### src/rtl/chunk_addr_looper_pkg.sv
// Shared configuration constants for the chunk read/write pipelines.
// Also provides the beat record carried on the address output channel.
package chunk_addr_looper_pkg;

  localparam int DIM      = 3;
  localparam int N_ICFG   = 2;
  localparam int WBW      = 8;
  localparam int GBUF_ABW = 16;
  localparam int CLEN_BW  = 8;
  localparam int ICFG_BW  = $clog2(N_ICFG + 1);

  typedef struct packed {
    logic [GBUF_ABW-1:0] addr;
    logic [ICFG_BW-1:0]  id;
    logic                last;
  } addr_beat_t;

endpackage

### src/rtl/chunk_addr_looper_linearize.sv
// Combinational base + dot(mofs, strides), all arithmetic wrapping at ABW bits.
// Kept standalone so the write pipeline can reuse the same linearization.
module MofsLinearize #(
  parameter int WBW = 8,
  parameter int ABW = 16,
  parameter int DIM = 3
) (
  input  logic [ABW-1:0]          mbase,
  input  logic [DIM-1:0][WBW-1:0] mofs,
  input  logic [DIM-1:0][ABW-1:0] strides,
  output logic [ABW-1:0]          lin
);

  // Offsets are widened to whichever of WBW/ABW is larger, then cut to ABW.
  localparam int XW = (WBW > ABW) ? WBW : ABW;

  logic [XW-1:0]  wide;
  logic [ABW-1:0] ext;
  logic [ABW-1:0] prod;
  logic [ABW-1:0] acc;

  always_comb begin
    wide = '0;
    ext  = '0;
    prod = '0;
    acc  = mbase;
    for (int d = 0; d < DIM; d++) begin
      wide = XW'(mofs[d]);
      ext  = wide[ABW-1:0];
      prod = ext * strides[d];
      acc  = acc + prod;
    end
    lin = acc;
  end

endmodule

### src/rtl/chunk_addr_looper.sv
// Accepts chunk heads, linearizes them, and walks each chunk emitting one
// buffer address per accepted beat, with no bubble between back-to-back chunks.
module chunk_addr_looper
  import chunk_addr_looper_pkg::*;
#(
  parameter int ABW    = GBUF_ABW,
  parameter int LEN_BW = CLEN_BW
) (
  input  logic                                i_clk,
  input  logic                                i_rst,
  input  logic                                i_mofs_rdy,
  output logic                                i_mofs_ack,
  input  logic [DIM-1:0][WBW-1:0]             i_mofs,
  input  logic [ICFG_BW-1:0]                  i_id,
  input  logic [N_ICFG-1:0][DIM-1:0][ABW-1:0] i_mstrides,
  input  logic [N_ICFG-1:0][ABW-1:0]          i_mbase,
  input  logic [N_ICFG-1:0][LEN_BW-1:0]       i_clen,
  output logic                                o_addr_rdy,
  input  logic                                o_addr_ack,
  output logic [ABW-1:0]                      o_addr,
  output logic [ICFG_BW-1:0]                  o_id,
  output logic                                o_last
);

  localparam logic [0:0] IDLE = 1'b0;
  localparam logic [0:0] RUN  = 1'b1;

  logic [0:0]              state;
  logic [ABW-1:0]          base;
  logic [LEN_BW-1:0]       len;
  logic [LEN_BW-1:0]       cnt;
  logic [ICFG_BW-1:0]      id;

  logic [DIM-1:0][ABW-1:0] sel_strides;
  logic [ABW-1:0]          sel_mbase;
  logic [LEN_BW-1:0]       sel_clen;
  logic [ABW-1:0]          lin;

  // Ids outside the configured range select an all-zero config.
  always_comb begin
    sel_strides = '0;
    sel_mbase   = '0;
    sel_clen    = '0;
    for (int k = 0; k < N_ICFG; k++) begin
      if (i_id == ICFG_BW'(k)) begin
        sel_strides = i_mstrides[k];
        sel_mbase   = i_mbase[k];
        sel_clen    = i_clen[k];
      end
    end
  end

  MofsLinearize #(
    .WBW (WBW),
    .ABW (ABW),
    .DIM (DIM)
  ) u_linearize (
    .mbase   (sel_mbase),
    .mofs    (i_mofs),
    .strides (sel_strides),
    .lin     (lin)
  );

  assign o_addr_rdy = (state == RUN);
  assign o_last     = (state == RUN) && (cnt == len - 1'b1);
  assign o_addr     = base + ABW'(cnt);
  assign o_id       = id;

  // A new head may replace the chunk on the very cycle its last beat is taken.
  assign i_mofs_ack = i_rst && i_mofs_rdy &&
                      ((state == IDLE) || (o_addr_ack && o_last));

  always_ff @(posedge i_clk) begin
    if (!i_rst) begin
      state <= IDLE;
      base  <= '0;
      id    <= '0;
      len   <= '0;
      cnt   <= '0;
    end else if (i_mofs_ack) begin
      base  <= lin;
      id    <= i_id;
      len   <= sel_clen;
      cnt   <= '0;
      state <= (sel_clen != '0) ? RUN : IDLE;
    end else if ((state == RUN) && o_addr_ack) begin
      if (o_last) begin
        state <= IDLE;
      end else begin
        cnt <= cnt + 1'b1;
      end
    end
  end

endmodule

### config.mk
export PLATFORM = sky130hd
export DESIGN_NAME = chunk_addr_looper
export DESIGN_NICKNAME = d
export VERILOG_FILES = /design/src/rtl/chunk_addr_looper_pkg.sv /design/src/rtl/chunk_addr_looper_linearize.sv /design/src/rtl/chunk_addr_looper.sv
export SDC_FILE = /design/constraint.sdc
export NUM_CORES = 1
export LEC_CHECK = 0
export ABC_AREA = 1
export CORE_ASPECT_RATIO = 1.75
export CORE_MARGIN = 8
export CORE_UTILIZATION = 61
export DETAILED_ROUTE_END_ITERATION = 10
export HOLD_SLACK_MARGIN = 0.1
export PLACE_DENSITY = 0.89
export SLEW_MARGIN = 30
export SYNTH_ARGS = -nofsm -noshare
export SYNTH_HDL_FRONTEND = slang
export SYNTH_SLANG_ARGS = --single-unit
### constraint.sdc
create_clock -name i_clk -period 20 [get_ports i_clk]
set_input_delay 4 -clock i_clk [delete_from_list [all_inputs] [get_ports i_clk]]
set_output_delay 4 -clock i_clk [all_outputs]
set_load 0.05 [all_outputs]
==> metrics.md, run 1 <==
| Metric | Value |
|---|---|
| Post-CTS sizing | 0 |
| Status | finished clean |
| WP data required | 20.17 ns |
| Grt ovf | 0 |
| Die area | 24700 um2 |
| # IOs | 195 |
| Global-route wire length before repair | 58300 um |
| Fraction of layout cells with a size suffix above 1 | 1.94% |
| Post-synth EDFFs | 0 |
| Max Cap Viol | 0 |
| Largest net degree at the start of global routing | 60 |
| Crit-path max FO | 29 |
| Routed wire length on met3 | 1890 um |
| Mean Syn Cell Area | 7.38 um2 |
| Reg2reg path depth | 17 |
| Setup Skew | 0.00568 ns |
| Clock Tree Buf Depth | 2 |
| Total leakage power | 7.42 nW |
| Diodes inserted | 0 |
| Initial antenna violation count | 0 |
| Routed WL | 36700 um |
| Die width | 122 um |
| Largest cells by area after synthesis | fa_1, inv_1, nand2_1 |
| Synthesized cell area | 12100 um2 |
| CP dominant cell by count | fa_1 |
| Final critical-path required period | 11.40 ns |
| Yosys reg bits | 35 |
| Routed vias/inst | 5.42 |
| Period Utilization, post-route | 57.0% |
| Non-filler cells, final | 2051 |
| Dpl ws | 8.35 ns |
| Starting Density | 61.7% |
| Met1 WL | 11200 um |
| DR WL/cell | 17.9 um |
| Unique masters post-synth | 46 |
| Most common flop cell mapped by yosys | dfxtp_1 |
| Final setup margin | 8.60 ns |
| Post-detailed-route count of antenna-violating nets | 0 |
| I/O Buffers | 194 |
| Core area | 19600 um2 |
| Cell taking the most area after synthesis | fa_1 |
| RSZ-0062 raised after global routing | no |
| HPWL after DPL | 32500 um |
| Final hold viol count | 0 |
| Max_slew headroom | 46.2% |
| TritonCTS buffer count | 5 |
| Critical Path AT | 11.57 ns |
| Post-synth ARST share | 0% |
| Clock-pin slew on the worst setup and hold paths | 0.05 ns |
| CP max stage cell | fa_1 |
| Worst slew pin tran | 0.806 ns |
| Setup_tns | 0 ns |
| Dpl cells | 2043 |
| Vias in the first global route | 12.3k |
| GRT Total Usage | 30.5% |
| RD Place Congestion | 0.984 |
| Hold_buf cts | 0 |
| # rows | 68 |
| Total clock sinks | 35 |
| Area Overhead vs Synth | 18.5% |
| Metal2 WL | 20600 um |
| Die Y | 202 um |
| VDD IR max | 0.228 mV |
| Synthesized Nets | 2123 |
| # DRC | 0 |
| Hold path depth | 2 |
| Drt pass-1 iters | 6 |
| Buffer count from post-CTS setup fixing | 0 |
| CP Class | primary input to register |
| Ys Warns | 0 |
| Layout Nets | 2292 |
| CP Capture Type | register |
| Final setup viols | 0 |
| Via Count | 11.1k |
| Max Slew Vio Count | 0 |
| Top sig layer | met4 |
| CTS tree | done |
| DR iter-0 viols | 647 |
| Clk root buf | clkbuf_16 |
| PnR Total Power | 1.98 mW |
| Post-synthesis cell count | 1636 |
| Achievable frequency | 87.7 MHz |
| H-tree levels | 2 |
| Post-synth top area share | 40.1% |
| Crit start category | primary input |
| Sequential fraction of the synthesis area | 5.80% |
| CP peak stage delay | 0.55 ns |
| Cell Pwr Density | 138 nW/um2 |
| Worst-skew pair later-pin latency | 0.29 ns |
| Worst min-delay path category | register to register |
worst max-delay path: cells and delay by family:
family | cells | cell delay, ns
AOI/OAI and AO/OA | 7 | 1.38
xor gates and xnor gates | 1 | 0.17
adders and majority gates | 8 | 3.86
buffers and inverters | 8 | 1.54
and+or+nand+nor | 6 | 0.60
routing by layer:
metal | up-vias | global-route usage (%)
met5 | - | 0
met4 | 0 | 23.2
met3 | 156 | 3.60
met2 | 456 | 58.7
met1 | 5369 | 27.5
li1 | 5141 | -
layout by cell type, fill, tap and decap left out, types with 16 or more instances in the layout:
master	count
inv_1	444
nand2_1	340
fa_1	242
clkdlybuf4s50_1	194
nor2_1	182
nand3_1	74
ha_1	71
dfxtp_1	35
a21oi_1	33
xor2_1	32
o21ai_0	29
a22o_1	24
o22ai_1	16
metrics by stage:
stage	cell area [um2]	hold slack, ns	utilization (%)
2_1_floorplan	12100	0.454	-
3_3_place_gp	14200	0.469	72.4
3_5_place_dp	14200	0.477	72.4
4_1_cts	14300	0.486	73.1
5_1_grt	14300	0.515	73.1
6_report	14300	0.487	73.1
report_power, final:
group | internal (mW) | total [mW] | switching, mW | leakage (nW)
combinational | 0.718 | 1.81 | 1.09 | 7.07
sequential | 0.0836 | 0.0920 | 0.00843 | 0.286
clock | 0.0459 | 0.0757 | 0.0298 | 0.0669
total | 0.848 | 1.98 | 1.13 | 7.42
layout make-up:
type | count | area (um2)
clock inverter | 2 | 12.5
inverter | 452 | 1700
multi-input combinational | 1113 | 9490
timing repair buffer | 198 | 1970
clock buffer | 6 | 129
fill | 1578 | 5260
sequential | 35 | 701
tap | 245 | 307
final timing paths:
path | start | to | slack (ns)
setup / recovery | i_id[1] | base[13]$_SDFFE_PN0P_ | 8.60
hold / removal | base[7]$_SDFFE_PN0P_ | base[7]$_SDFFE_PN0P_ | 0.49
setup reg to reg | len[0]$_SDFFE_PN0P_ | o_id[0]$_SDFFE_PN0P_ | 16.99
hold reg to reg | base[7]$_SDFFE_PN0P_ | base[7]$_SDFFE_PN0P_ | 0.49
state kept, by name (all words and copies together), names as in the netlist:
register,flops
o_addr_rdy,1
o_id,2
len,8
base,16
cnt,8
synthesized netlist by cell type (4+ instances only):
cell      instances
a21oi_1          33
inv_1           444
buf_6             5
buf_2             5
nand2_2           5
xnor2_1          11
ha_1             71
a22o_1           24
nand2_1         340
clkbuf_1         21
inv_2             6
xor2_1           32
nor4_1            4
nor2_1          183
nand3_1          74
o21ai_2           5
dfxtp_1          35
o22ai_1          16
o21ai_1           8
fa_1            242
nand3b_1          6
o21ai_0          29
cell families after synthesis:
kind of cell,after synthesis,synth area share (%)
DFF,35,5.80
adders and majority gates,313,47.5
AOI/OAI and AO/OA,129,6.79
buffers and inverters,488,15.6
xor gates and xnor gates,43,3.12
and+or+nand+nor,628,21.2
(Power assumes the default switching activity.)
==> inputs of run 2 (changes only) <==
CORE_UTILIZATION = 57   (was 61)
PLACE_DENSITY = 0.84   (was 0.89)
clock period = 10.6 ns   (was 20 ns; I/O delays follow)
==> metrics.md, run 2 (synthesis results as in run 1) <==
| Metric | Value |
|---|---|
| Hold_buf cts | 0 (unchanged) |
| Die area | 26300 um2 (+6.3%) |
| TritonCTS buffer count | 5 (unchanged) |
| Final hold viol count | 0 (unchanged) |
| Max_slew headroom | 48.3% (+2.1 points) |
| Initial antenna violation count | 1 (+1) |
| Vias in the first global route | 12.2k (-0.84%) |
| Drt pass-1 iters | 5 (-1) |
| Period Utilization, post-route | 91.5% |
| Gr busiest metal | met2 |
| Max Cap Viol | 0 (unchanged) |
| Core area | 20800 um2 (+6.5%) |
| H-tree levels | 2 (unchanged) |
| Via Count | 11.1k (-0.56%) |
| Area of placed instances | 14200 um2 (+0.11%) |
| Die Y | 209 um (+3.2%) |
| Worst slew pin tran | 0.773 ns (-0.0329 ns) |
| CP Class | primary input to register |
| Die width | 126 um (+3.0%) |
| Met3 GRT Util | 2.46% (-1.1 points) |
| Clock Tree Buf Depth | 2 (unchanged) |
| Final Cell Area | 14400 um2 (+0.32%) |
| HPWL after DPL | 33100 um (+1.8%) |
| Clock-pin slew on the worst setup and hold paths | 0.05 ns (about the same) |
| Largest net degree at the start of global routing | 60 (unchanged) |
| Clk root buf | clkbuf_16 |
| DR WL/cell | 18.1 um (+0.78%) |
| Starting Density | 57.9% (-3.8 points) |
| Fraction of layout cells with a size suffix above 1 | 2.05% (+0.11 points) |
| CTS tree | done |
| Critical Path AT | 9.87 ns (-1.70 ns) |
| Grt ovf | 0 (unchanged) |
| Layout Nets | 2293 (+0.044%) |
| CP dominant cell by count | fa_1 |
| GRT Total Usage | 28.8% (-1.7 points) |
| DR iter-0 viols | 568 (-12%) |
| Status | finished clean |
| Reg-to-reg startpoint | len[0]$_SDFFE_PN0P_ |
| Setup Skew | 0.00675 ns (+0.00107 ns) |
| Crit start category | primary input |
| Worst-skew pair later-pin latency | 0.29 ns (about the same) |
| Total clock sinks | 35 (unchanged) |
| Cell Pwr Density | 269 nW/um2 (+95%) |
| # rows | 70 (+2.9%) |
| Buffer count from post-CTS setup fixing | 0 (unchanged) |
| I/O Buffers | 194 (unchanged) |
| CP Capture Type | register |
| RSZ-0062 raised after global routing | no |
| Reg2reg path depth | 17 (unchanged) |
| Max Slew Vio Count | 0 (unchanged) |
| RD Place Congestion | 0.979 (-0.58%) |
| Total leakage power | 7.45 nW (+0.30%) |
| GR Util met2 | 55.9% (-2.8 points) |
| Worst R2R Setup Slack | 7.58 ns (-9.41 ns) |
| Routed vias/inst | 5.37 (-0.99%) |
| # DRC | 0 (unchanged) |
| Crit-path max FO | 20 (-31%) |
| Max reg flops | 16 (unchanged) |
| Largest register by flop count | base |
| CP peak stage delay | 0.63 ns (+0.08 ns) |
| RR Endpoint | o_id[1]$_SDFFE_PN0P_ |
| Area Overhead vs Synth | 18.9% |
| Most common cell after layout, fill and taps aside | inv_1 |
| Final setup viols | 0 (unchanged) |
| Worst hold path startpoint | base[7]$_SDFFE_PN0P_ |
| CP max stage cell | fa_1 |
| WP data required | 10.77 ns (-9.40 ns) |
| Worst min-delay path category | register to register |
| Global routing usage on met1 | 25.9% (-1.6 points) |
| Global-route wire length before repair | 58600 um (+0.53%) |
| Final critical-path required period | 9.70 ns |
| Hold path endpoint | base[7]$_SDFFE_PN0P_ |
| Post-detailed-route count of antenna-violating nets | 0 (unchanged) |
| Routed WL | 37200 um (+1.2%) |
| Setup_tns | 0 ns (unchanged) |
| Largest regs | base (16), cnt (8), len (8) |
| Achievable frequency | 103 MHz |
| Post-CTS sizing | 0 (unchanged) |
| VDD IR max | 0.283 mV (+24%) |
| Most frequent cells in the layout | inv_1, nand2_1, fa_1, clkdlybuf4s50_1, nor2_1 |
| Hold path depth | 2 (unchanged) |
| # IOs | 195 (unchanged) |
## run 2: worst max-delay path by stage
| stage | start | end | slack [ns] | cells past startpoint |
|---|---|---|---|---|
| finish | i_id[1] | base[13]$_SDFFE_PN0P_ | 0.90 | 30 |
| global route | i_id[1] | base[13]$_SDFFE_PN0P_ | 0.50 | 30 |
| CTS | i_id[1] | base[13]$_SDFFE_PN0P_ | 0.97 | 30 |
| detailed placement | i_id[1] | base[13]$_SDFFE_PN0P_ | 0.69 | 30 |
| global placement | i_id[1] | base[13]$_SDFFE_PN0P_ | 0.86 | 30 |
| floorplan | i_id[0] | base[13]$_SDFFE_PN0P_ | 2.01 | 32 |
## run 2: critical path, delay by kind of cell
kind / cells / cell delay, ns
AO/OA/AOI/OAI: 7 / 1.39
XOR/XNOR: 1 / 0.16
adder cells (fa/ha/maj): 8 / 3.67
buffers and inverters: 8 / 1.65
AND/OR/NAND/NOR: 6 / 0.86
## run 2: metal layers
| layer | part of all wire [%] | vias to the layer above | wire [um] |
|---|---|---|---|
| met1 | 31 | 5309 | 11500 |
| met3 | 4.3 | 161 | 1610 |
| li1 | - | 5139 | - |
| met5 | 0 | - | 0 |
| met2 | 56 | 451 | 20700 |
| met4 | 9.1 | 0 | 3400 |
## run 2: cell type report
class | count | area (um2)
Multi-Input combinational cell | 1113 | 9490
Fill cell | 1806 | 6490
Timing Repair Buffer | 199 | 1980
Inverter | 452 | 1700
Sequential cell | 35 | 701
Tap cell | 252 | 315
Clock buffer | 5 | 125
Clock inverter | 3 | 43.8
Antenna cell | 1 | 2.50
## run 2: through the flow
stage	setup slack (ns)	total power, mW	hold WS, ns	std cells	utilization [%]
floorplan	2.01	2.71	0.454	1636	-
global placement	0.862	3.62	0.472	2051	68.0
detailed placement	0.688	3.68	0.483	2051	68.0
CTS	0.971	3.87	0.493	2059	68.8
global route	0.496	4.32	0.516	2059	68.8
finish	0.899	3.87	0.495	2060	68.8
## run 2: power breakdown
group / switching (mW) / internal, mW / total (mW) / leakage, nW
logic: 2.14 / 1.37 / 3.52 / 7.08
registers: 0.0191 / 0.158 / 0.177 / 0.286
clock network: 0.0595 / 0.111 / 0.170 / 0.0838
